[config.mk]
export PLATFORM = sky130hd
export DESIGN_NAME = sensor_conditioner
export DESIGN_NICKNAME = d
export VERILOG_FILES = /design/src/rtl/sensor_pkg.sv /design/src/rtl/debounce_bit.sv /design/src/rtl/sensor_conditioner.sv
export SDC_FILE = /design/constraint.sdc
export NUM_CORES = 1
export LEC_CHECK = 0
export CORE_MARGIN = 8
export CORE_UTILIZATION = 50
export CTS_CLUSTER_DIAMETER = 40
export CTS_CLUSTER_SIZE = 20
export DETAILED_ROUTE_END_ITERATION = 10
export GPL_TIMING_DRIVEN = 0
export PLACE_DENSITY = 0.8
export SLEW_MARGIN = 20
export SYNTH_ARGS = -nofsm -noshare
export SYNTH_HDL_FRONTEND = slang
export SYNTH_HIERARCHICAL = 1
export SYNTH_SLANG_ARGS = --single-unit
[constraint.sdc]
create_clock -name clock -period 1.7 [get_ports clock]
set_input_delay 0.17 -clock clock [delete_from_list [all_inputs] [get_ports clock]]
set_output_delay 0.17 -clock clock [all_outputs]
set_load 0.02 [all_outputs]
[src/rtl/sensor_pkg.sv]
`default_nettype none
// ============================================================================
// Module   : sensor_pkg
// Purpose  : Shared definitions for the level-sensor conditioning path and the
//            downstream pump sequencer: plausibility FSM states, the
//            physically impossible sensor pattern and default timing values.
// Ports    : none (package)
// Revision : 1.0 - initial release
// ============================================================================
package sensor_pkg;

    localparam int STATE_W = 2;

    // Plausibility FSM states. Encoding 3 is unused and decodes to VALID.
    typedef enum logic [STATE_W-1:0] {
        ST_VALID   = 2'd0,
        ST_SUSPECT = 2'd1,
        ST_FAULT   = 2'd2
    } state_t;

    // Upper sensor wet while lower sensor dry cannot happen physically.
    localparam logic [1:0] IMPOSSIBLE = 2'b10;

    localparam int DEFAULT_DEBOUNCE_CYCLES = 4;
    localparam int DEFAULT_FAULT_CYCLES    = 8;

endpackage
`default_nettype wire

[src/rtl/debounce_bit.sv]
`default_nettype none
// ============================================================================
// Module   : debounce_bit
// Purpose  : Two-flop synchroniser followed by a run-length debouncer for one
//            sensor line. The stable value flips only after the synchronised
//            value has differed from it on DEBOUNCE_CYCLES consecutive edges.
// Ports    : clock  - system clock, rising edge
//            reset  - asynchronous active-low reset
//            raw    - unsynchronised sensor line
//            stable - debounced value
// Revision : 1.0 - initial release
// ============================================================================
module debounce_bit #(
    parameter int DEBOUNCE_CYCLES = 4
) (
    input  logic clock,
    input  logic reset,
    input  logic raw,
    output logic stable
);

    localparam int CNT_W = $clog2(DEBOUNCE_CYCLES + 1);
    // Counter value on the edge before the flip; the flip edge itself is the
    // DEBOUNCE_CYCLES-th differing edge, so the counter never exceeds this.
    localparam logic [CNT_W-1:0] CNT_LAST = CNT_W'(DEBOUNCE_CYCLES - 1);

    logic             r_sync1;
    logic             r_sync2;
    logic             r_stable;
    logic [CNT_W-1:0] r_cnt;

    always_ff @(posedge clock or negedge reset) begin
        if (!reset) begin
            r_sync1  <= 1'b0;
            r_sync2  <= 1'b0;
            r_stable <= 1'b0;
            r_cnt    <= '0;
        end else begin
            r_sync1 <= raw;
            r_sync2 <= r_sync1;
            if (r_sync2 == r_stable) begin
                r_cnt <= '0;
            end else if (r_cnt == CNT_LAST) begin
                r_stable <= r_sync2;
                r_cnt    <= '0;
            end else begin
                r_cnt <= r_cnt + 1'b1;
            end
        end
    end

    assign stable = r_stable;

endmodule
`default_nettype wire

[src/rtl/sensor_conditioner.sv]
`default_nettype none
// ============================================================================
// Module   : sensor_conditioner
// Purpose  : Synchronises and debounces the two raw level-sensor lines, then
//            screens the pair for plausibility before handing a clean bus to
//            the pump sequencer. A persistent 2'b10 pattern raises a sticky
//            fault that only fault_clear (with a plausible pair) releases.
// Ports    : clock       - system clock, rising edge
//            reset       - asynchronous active-low reset
//            raw_sensors - raw lines, bit1 = upper S, bit0 = lower I
//            fault_clear - level request to leave the fault state
//            sensors     - conditioned sensor pair
//            changed     - one-cycle pulse when sensors takes a new value
//            fault       - sticky implausibility flag
//            state       - plausibility FSM state (debug)
// Revision : 1.0 - initial release
// ============================================================================
module sensor_conditioner
    import sensor_pkg::*;
#(
    parameter int DEBOUNCE_CYCLES = DEFAULT_DEBOUNCE_CYCLES,
    parameter int FAULT_CYCLES    = DEFAULT_FAULT_CYCLES
) (
    input  logic               clock,
    input  logic               reset,
    input  logic [1:0]         raw_sensors,
    input  logic               fault_clear,
    output logic [1:0]         sensors,
    output logic               changed,
    output logic               fault,
    output logic [STATE_W-1:0] state
);

    localparam int              FCNT_W   = $clog2(FAULT_CYCLES + 1);
    localparam logic [FCNT_W-1:0] FCNT_MAX = FCNT_W'(FAULT_CYCLES);
    // With a one-cycle threshold the first implausible sample already faults.
    localparam logic            FAULT_ON_FIRST = (FAULT_CYCLES == 1);

    logic [1:0] w_pair;

    generate
        for (genvar i = 0; i < 2; i++) begin : g_bit
            debounce_bit #(
                .DEBOUNCE_CYCLES(DEBOUNCE_CYCLES)
            ) u_debounce (
                .clock (clock),
                .reset (reset),
                .raw   (raw_sensors[i]),
                .stable(w_pair[i])
            );
        end
    endgenerate

    state_t             r_state,   w_state_nxt;
    logic [FCNT_W-1:0]  r_fcnt,    w_fcnt_nxt;
    logic [1:0]         r_sensors, w_sensors_nxt;
    logic               r_changed, w_changed_nxt;
    logic               r_fault,   w_fault_nxt;
    logic               w_plausible;
    logic [FCNT_W-1:0]  w_fcnt_inc;

    always_ff @(posedge clock or negedge reset) begin
        if (!reset) begin
            r_state   <= ST_VALID;
            r_fcnt    <= '0;
            r_sensors <= 2'b00;
            r_changed <= 1'b0;
            r_fault   <= 1'b0;
        end else begin
            r_state   <= w_state_nxt;
            r_fcnt    <= w_fcnt_nxt;
            r_sensors <= w_sensors_nxt;
            r_changed <= w_changed_nxt;
            r_fault   <= w_fault_nxt;
        end
    end

    assign w_plausible = (w_pair != IMPOSSIBLE);
    // Only used in SUSPECT, where r_fcnt < FAULT_CYCLES, so it cannot wrap.
    assign w_fcnt_inc  = r_fcnt + 1'b1;

    always_comb begin
        w_state_nxt   = r_state;
        w_fcnt_nxt    = r_fcnt;
        w_sensors_nxt = r_sensors;
        w_changed_nxt = 1'b0;
        w_fault_nxt   = r_fault;

        case (r_state)
            ST_SUSPECT: begin
                if (w_plausible) begin
                    w_state_nxt   = ST_VALID;
                    w_fcnt_nxt    = '0;
                    w_sensors_nxt = w_pair;
                    w_changed_nxt = (w_pair != r_sensors);
                end else begin
                    w_fcnt_nxt = w_fcnt_inc;
                    if (w_fcnt_inc == FCNT_MAX) begin
                        w_state_nxt = ST_FAULT;
                        w_fault_nxt = 1'b1;
                    end
                end
            end
            ST_FAULT: begin
                if (fault_clear && w_plausible) begin
                    w_state_nxt   = ST_VALID;
                    w_fcnt_nxt    = '0;
                    w_fault_nxt   = 1'b0;
                    w_sensors_nxt = w_pair;
                    w_changed_nxt = (w_pair != r_sensors);
                end
            end
            default: begin
                // VALID, and the unused encoding which behaves as VALID.
                if (w_plausible) begin
                    w_state_nxt   = ST_VALID;
                    w_fcnt_nxt    = '0;
                    w_sensors_nxt = w_pair;
                    w_changed_nxt = (w_pair != r_sensors);
                end else begin
                    w_fcnt_nxt  = FCNT_W'(1);
                    w_state_nxt = FAULT_ON_FIRST ? ST_FAULT : ST_SUSPECT;
                    w_fault_nxt = FAULT_ON_FIRST;
                end
            end
        endcase
    end

    assign sensors = r_sensors;
    assign changed = r_changed;
    assign fault   = r_fault;
    assign state   = r_state;

endmodule
`default_nettype wire

; Word-level counts from Yosys, hierarchy flattened
; Index checks and enable logic that the tools add are counted.
[totals]
register_bits = 22
inputBits = 5
wordCells = 63
out_inout_bits = 6
[classes]
n_eq_ne = 14
add_sub_neg = 3
n_reduce_logical = 7
bitwise = 2
mux = 24
[op_table]
columns = cell, count
row1 = 2-bit 2-to-1 mux, 6
row2 = 3-bit 2-to-1 mux, 4
row3 = 1-bit 2-to-1 mux, 9
row4 = 4-bit 2-to-1 mux, 2
row5 = 2-bit inequality test (second input constant), 4
row6 = 4-bit case mux with 2 select lines, 1
row7 = 2-bit AND reduction, 4
row8 = 3-bit by 1-bit adder with 3-bit output (second input constant), 2
row9 = 3-bit by 2-bit equality test with 1-bit output (second input constant), 2
row10 = 4-bit by 1-bit adder with 4-bit output (second input constant), 1
row11 = 4-bit equality test (second input constant), 1
row12 = 2-bit case mux with 2 select lines, 1
row13 = 4-bit AND reduction, 1
row14 = 3-bit inequality test (second input constant), 1
row15 = 1-bit equality test, 2
row16 = 2-bit by 1-bit equality test with 1-bit output (second input constant), 1
row17 = 2-bit equality test (second input constant), 1
row18 = 2-bit by 1-bit inequality test with 1-bit output (second input constant), 1
row19 = 2-bit inequality test, 1
row20 = 1-bit NOT, 2
row21 = 1-bit case mux with 2 select lines, 1
row22 = 2-bit nonzero test, 1
row23 = 1-bit logical AND, 1

; Logic depth before layout (Yosys ltp)
[depth]
depth_word = 5
depth_mapped = 6
mapped_depth_nobuf = 6

; Modules after synthesis
; The synthesis kept the hierarchy.
[modules_own_cells]
columns = module, instances, seq_area_each_um2, area_each_um2, cells_each
row1 = sensor_conditioner, 1, 250.2, 581.8, 64
row2 = debounce_bit, 2, 150.1, 216.5, 13

; Worst setup path before layout
; OpenSTA, ideal clock, no wires.
[synth_path]
path_kind = register to register
startpoint = register r_state[0] (netlist: state[0])
endpoint = register r_state[0] (netlist: state[0])
setup_ns = 0.064
setup_slack_ns = 0.152
arrival_time_ns = 1.484
path_buffers = 0
synth_period_minus_slack_ns = 1.548
path_stages_with_launch = 6
t_required_ns = 1.636
path_cell_list = dfrtp_1 > inv_1 > ha_1 > or4b_1 > o21ai_1 > a211o_1
[synth_via]
elab_chain_len = 3
word_cells_on_any_way = 6
cone_classes = eq/ne: 4 / mux: 1 / reduce/logical: 1
[synth_lines]
columns = item, line_no
row1 = start: declaration, sensor_conditioner.sv:54  ; state_t r_state, w_state_nxt;
row2 = start signal: assignment, sensor_conditioner.sv:70  ; r_state <= w_state_nxt;
row3 = 2-bit by 1-bit equality test with 1-bit output / 2-bit equality test (equally long branches), sensor_conditioner.sv:89  ; case (r_state)
row4 = 3-bit inequality test (no source line) / 2-bit inequality test (equally long branches), -
row5 = 2-bit AND reduction (no source line), -
; Several ways; a longest one is shown, not always the timed one.
; A chain may end at the register's enable or synchronous reset.

; Final worst setup path
; Ends and elaborated chain as after synthesis.

==> impl_results.md <==
* Status: completed
* Worst Path Max Fanout at 5
* R2R Setup Slk at between 0.1 and 0.15 ns
* Setup Fix Bufs, Post-CTS at 0
* RSZ-0062 raised after global routing: no
* Fin area at 1200 µm²
* Cell Area, Synth at between 1000 and 1500 µm²
* FP Rows at 16
* Seq cells post-synth at 22
* CP startpoint kind: flip-flop
* CP startpoint: state[0]
* Max-cap violation count at 0
* Clk slew on worst S/H paths at between 0.1 and 0.15 ns
* Worst-margin pin slew at about 0.96 ns
* Maximum VDD drop at 653 µV
* Worst Path Required at slightly below 2 ns
* Post-route clock skew at between 0.009 and 0.01 ns
* Nets at approximately 120
* Worst r2r dst: state[0]
* Final setup violation count at 0
* Syn Inst Count at 90
* Final ANT Viol Nets at 0
* Tcrit/Tclk final at 0.919
* Total clock sinks at 22
* Most common cell in the synthesized netlist: dfrtp_1
* Inserted Clock Buffers at 3
* Register area share after synthesis at 0.543
* DR vias/cell at around 5.5
* Critical path's slowest cell: or4b_1
* Total die area at 3730 µm²
* Avg Cell Area, Syn at about 11 µm²
* Cts hold-fix bufs at 0
* First-pass GRT wire length at between 3000 and 4000 µm
* # DRC at 0
* Number of synthesized flops with an enable pin at 0
* Most frequent cells after synthesis: dfrtp_1, nand2_1, o21ai_0, ha_1
* Final HPWL DP at ~1300 µm
* Ranking of synthesized cells by area: dfrtp_1, ha_1, o21ai_0
* IO Port Bufs at 10
* Fmax at roughly 640 MHz
* Final setup margin at between 0.1 and 0.15 ns
* Primary FF master, synth: dfrtp_1
* Worst Path Arrival at approximately 1.8 ns
* Antenna diodes at 0
* Library cells used by synthesis at 31
* Area of the core at approximately 1900 µm²
* Routed len/inst at about 13 µm
* Total Power at approximately 0.0017 W
* Worst-Skew Late Latency at around 0.31 ns
* Total Routing Usage GR at 0.111
* Slew HR at 0.360
* Synth Warn # at 6
* Setup tns final at 0 ns
* P_leak at approximately 0.54 nW
* Worst min-delay path category: input pin to flip-flop
* Slowest Stage Delay on Critical Path at between 0.4 and 0.5 ns
* Die width at approximately 61 µm
* Slew Limit Fails at 0
* Final-layout fill cell count at approximately 150
* Final WL at between 1500 and 2000 µm
* Critical Path Sink: state[0]
* CP Class: flip-flop to flip-flop
* Cell Area, Placed at approximately 1100 µm²
* Minimum clock period at roughly 1.6 ns
* Initial Utilization at 0.523
* Initial antenna violation count at 0
* Cell Chain, Critical Path: inv_1 -> ha_1 -> or4b_1 -> o21ai_1 -> a211o_1
* # IOs at 11
* First-pass DRT Iterations at 4
* TritonCTS clock tree: done
* Final non-filler cell total at 131
* Initial DRC Count at 12
* Largest net degree at the start of global routing at 23
* Max clock buf depth at 2
* Post-synth top area share at 0.543
* RR Startpoint: state[0]
* Fraction of registers with async set/reset at 1.00
* Area leader, netlist: dfrtp_1
* Vias in the first global route at roughly 720
* Final hold viol count at 0
* Root Driver: clkbuf_4
* Placed insts at approximately 130
* Critical path endpoint category: flip-flop
* Worst Reg2Reg Path Length in Cells at 5
* Power per cell area at roughly 1400 nW/µm²
* Pre-CTS setup slack at roughly 0.1 ns
* Share of layout cells above drive strength 1 at 0.0962
* Die H at between 60 and 70 µm
* Via count at about 700
* Synth-to-layout area growth at 18.7%
* Synthesized Nets at 100
* Placer Congestion at about 0.78
* H-tree Lvls at 1
* Total gr overflow at 0
==> critical path: cells and delay by family (launching register included) <==
kind / cells / cell delay [ns]
compound gates: 2 / 0.21
fa+ha+maj: 1 / 0.36
buf+inv: 1 / 0.07
flops: 1 / 0.41
simple gates: 1 / 0.46
==> where the power goes <==
group / total [W] / internal, W / switching [W]
Combinational: 0.000541 / 0.000277 / 0.000263
Sequential: 0.000756 / 0.000639 / 0.000117
Clock: 0.000396 / 0.000238 / 0.000158
Total: 0.00169 / 0.00115 / 0.000538
==> metrics by stage <==
| stage | hold WS, ns | utilization |
|---|---|---|
| 4_1_cts | 0.269 | 0.619 |
| 3_3_place_gp | 0.334 | 0.591 |
| 2_1_floorplan | -0.126 | - |
| 3_5_place_dp | 0.335 | 0.591 |
| 5_1_grt | 0.240 | 0.620 |
| 6_report | 0.283 | 0.620 |
==> layout make-up <==
cell class                      count  area, µm²  area share
Clock inverter                      1       30.0      0.0249
Multi-Input combinational cell     64        453       0.376
Clock buffer                        3       22.5      0.0187
Sequential cell                    22        551       0.457
Inverter                            4       15.0      0.0125
Timing Repair Buffer               10        100      0.0831
Tap cell                           27       33.8      0.0280
==> logic make-up after synthesis <==
logic type,count (synthesis),synth area share
buffers and inverters,4,0.0148
AOI/OAI and AO/OA,22,0.132
adders and majority gates,5,0.0617
and+or+nand+nor,32,0.201
muxes,2,0.0222
DFF,22,0.543
xor gates and xnor gates,3,0.0259
==> cells in the final DEF (no fill, tap or decap), types with 3 or more instances in the layout <==
cell,n
dfrtp_1,22
clkdlybuf4s50_1,10
nand2_1,8
o21ai_0,7
ha_1,5
inv_1,4
nor2b_1,4
a21oi_1,4
nor3b_1,4
xnor2_1,3
nand3_1,3
clkbuf_4,3
==> metal layers <==
layer | track usage | routed length (µm)
met2 | 0.179 | 871
met4 | 0.0698 | 15
met1 | 0.123 | 751
met5 | 0 | 0
met3 | 0.0355 | 100
==> worst min-delay path by stage <==
| stage | slack [ns] | to | cells after the start | from |
|---|---|---|---|---|
| 4_1_cts | 0.27 | g_bit[1].u_debounce/r_sync1 | 1 | raw_sensors[1] |
| 5_1_grt | 0.24 | g_bit[0].u_debounce/r_sync1 | 1 | raw_sensors[0] |
| 3_3_place_gp | 0.33 | g_bit[1].u_debounce/r_sync2 | 0 | g_bit[1].u_debounce/r_sync1 |
| 6_report | 0.28 | g_bit[1].u_debounce/r_sync1 | 1 | raw_sensors[1] |
| 2_1_floorplan | -0.13 | changed | 0 | reset |
| 3_5_place_dp | 0.33 | g_bit[0].u_debounce/r_sync2 | 0 | g_bit[0].u_debounce/r_sync1 |
==> state kept, by name, summed over array words and instances (netlist names) <==
name / count
state: 2
g_bit.u_debounce/r_sync1: 2
g_bit.u_debounce/r_cnt: 6
sensors: 2
changed: 1
r_fcnt: 4
fault: 1
g_bit.u_debounce/r_sync2: 2
g_bit.u_debounce/stable: 2
==> what timing repair did <==
| item | CTS | global route |
|---|---|---|
| resized for setup | 0 | 1 |
| hold endpoints to repair | 0 | 0 |
| setup endpoints to repair | 0 | 2 |
Power figures use the tool's default switching activity.
==> edit: new RTL, config.mk and constraints unchanged <==
Change the package constant `DEFAULT_FAULT_CYCLES` from 8 to 4.
--- a/src/rtl/sensor_pkg.sv
+++ b/src/rtl/sensor_pkg.sv
@@ -23,5 +23,5 @@
 
     localparam int DEFAULT_DEBOUNCE_CYCLES = 4;
-    localparam int DEFAULT_FAULT_CYCLES    = 8;
+    localparam int DEFAULT_FAULT_CYCLES    = 4;
 
 endpackage
Behaviour: same outputs for any inputs over 10 cycles, from zero or initial values and one cycle with reset low; that may be too few to reach the edited logic, so the function may still have changed.
==> edit against the original RTL <==
- worst setup slack improved by 57 ps
- clock power decreased by 41%
- final cell count decreased by 3.8%
- register-to-register slack improved by 90 ps
- cell area decreased by 4.8%
- first-iteration DRC count decreased by 50%
- critical path type is now flop to primary output
- sequential cell count decreased by 1
- maximum frequency increased by 3.8%
- largest power group unchanged
- synthesized area decreased by 2.7%
- power decreased by 8.7%
- routed wire length decreased by 5.4%
==> edit: results (changes against the original RTL) <==
Post-synth top cells: 21 x dfrtp_1, 7 x a21oi_1, 6 x ha_1, 6 x nand2_1 (was 22 x dfrtp_1, 8 x nand2_1, 7 x o21ai_0)
Seq/Total Area, Yosys: 53.2% (was 54.3%)
vias in the first global route: 667 (was 724)
first-pass GRT wire length: 2770 µm (was 3060 µm)
share of layout cells above drive strength 1: 14.1% (was 9.62%)
crit path max fanout: 4 (was 5)
Synth Instances: 85 (was 90)
CP max-delay cell: clkdlybuf4s50_1 (was or4b_1)
Pint: 1.00 mW (was 1.15 mW)
Worst R2R Setup Slack: 230 ps (was 140 ps)
worst r2r dst: state[1]$_DFFE_PN0P_ (was state[0]$_DFFE_PN0P_)
top cell family by delay on the critical path: buffers and inverters (was simple AND/OR/NAND/NOR gates)
Top Registers: g_bit.u_debounce/r_cnt x6, r_fcnt x3 (was g_bit.u_debounce/r_cnt x6, r_fcnt x4)
GRT Total Usage: 10.3% (was 11.1%)
largest net degree at the start of global routing: 22 (was 23)
worst hold slack: 296 ps (was 283 ps)
CTS HTree Levels: 1 (unchanged)
Pleak: 0.512 nW (was 0.540 nW)
Unique masters post-synth: 28 (was 31)
Worst Setup Slack post-DPL: 175 ps (was 100 ps)
register clock-pin slew on the reported worst setup and hold paths: 110 ps (was 130 ps)
nets@finish: 111 (was 115)
routed len/inst: 13.1 µm (was 13.3 µm)
status: completed (unchanged)
Via density: 5.10 (was 5.46)
CP peak stage delay: 630 ps (was 460 ps)
setup bufs post-CTS: 0 (unchanged)
initial DRC count: 6 (was 12)
Final GP Congestion: 0.702 (was 0.775)
Reg2Reg Launch Point: r_fcnt[0]$_DFFE_PN0P_ (was state[0]$_DFFE_PN0P_)
# diodes: 0 (unchanged)
Vias: 642 (was 715)
WP data arrival: 1340 ps (was 1810 ps)
DP HPWL: 1270 µm (was 1310 µm)
worst-margin pin slew: 893 ps (was 956 ps)
synth top area cells: dfrtp_1 53%, ha_1 7.6%, a21oi_1 3.5%, nor3b_1 3.0%, nor2b_4 2.8% (was dfrtp_1 54%, ha_1 6.2%, o21ai_0 3.5%, nand2_1 3.0%, nor3b_1 3.0%)
Cell Area, Placed: 1120 µm² (was 1150 µm²)
Worst Skew: 5.67 ps (was 9.19 ps)
dpl cells: 122 (was 127)
Worst VDD drop: 0.741 mV (was 0.653 mV)
## edit: power groups by stage
stage / sequential (mW) / clock [mW] / combinational (mW)
3_5_place_dp: 0.754 / 0 / 0.578
5_1_grt: 0.762 / 0.265 / 0.635
2_1_floorplan: 0.783 / 0 / 0.339
3_3_place_gp: 0.743 / 0 / 0.539
6_report: 0.742 / 0.233 / 0.571
4_1_cts: 0.743 / 0.247 / 0.579
## edit: kinds of logic after synthesis
family	count (synthesis)	synth area share, %
simple gates	29	19.6
flops	21	53.2
compound gates	20	13.6
fa+ha+maj	6	7.60
buf+inv	5	1.90
xor+xnor	2	1.77
mux	2	2.28
## edit: layout make-up
| class | instances | area [µm²] |
|---|---|---|
| tap | 27 | 33.8 |
| clock buffer | 4 | 26.3 |
| multi-input combinational | 59 | 443 |
| sequential | 21 | 526 |
| timing repair buffer | 10 | 100 |
| fill | 155 | 754 |
| inverter | 5 | 18.8 |
## edit: worst max path at each step
| stage | startpoint | to | slack [ps] | cells past startpoint |
|---|---|---|---|---|
| after floorplan | state[0]$_DFFE_PN0P_ | state[1]$_DFFE_PN0P_ | 300 | 5 |
| after global placement | fault_clear | state[0]$_DFFE_PN0P_ | 180 | 5 |
| after detailed placement | fault_clear | state[0]$_DFFE_PN0P_ | 170 | 5 |
| after CTS | state[1]$_DFFE_PN0P_ | state[1] | 180 | 1 |
| after global routing | state[1]$_DFFE_PN0P_ | state[1] | 140 | 1 |
| final | sensors[1]$_DFFE_PN0P_ | sensors[1] | 190 | 1 |
## edit: routing by layer
metal	vias up	track usage [%]	share of wire (%)
li1	323	-	-
met1	299	11.5	47
met2	15	16.6	46
met3	5	1.69	3.8
met4	0	8.97	3.3
met5	-	0	0
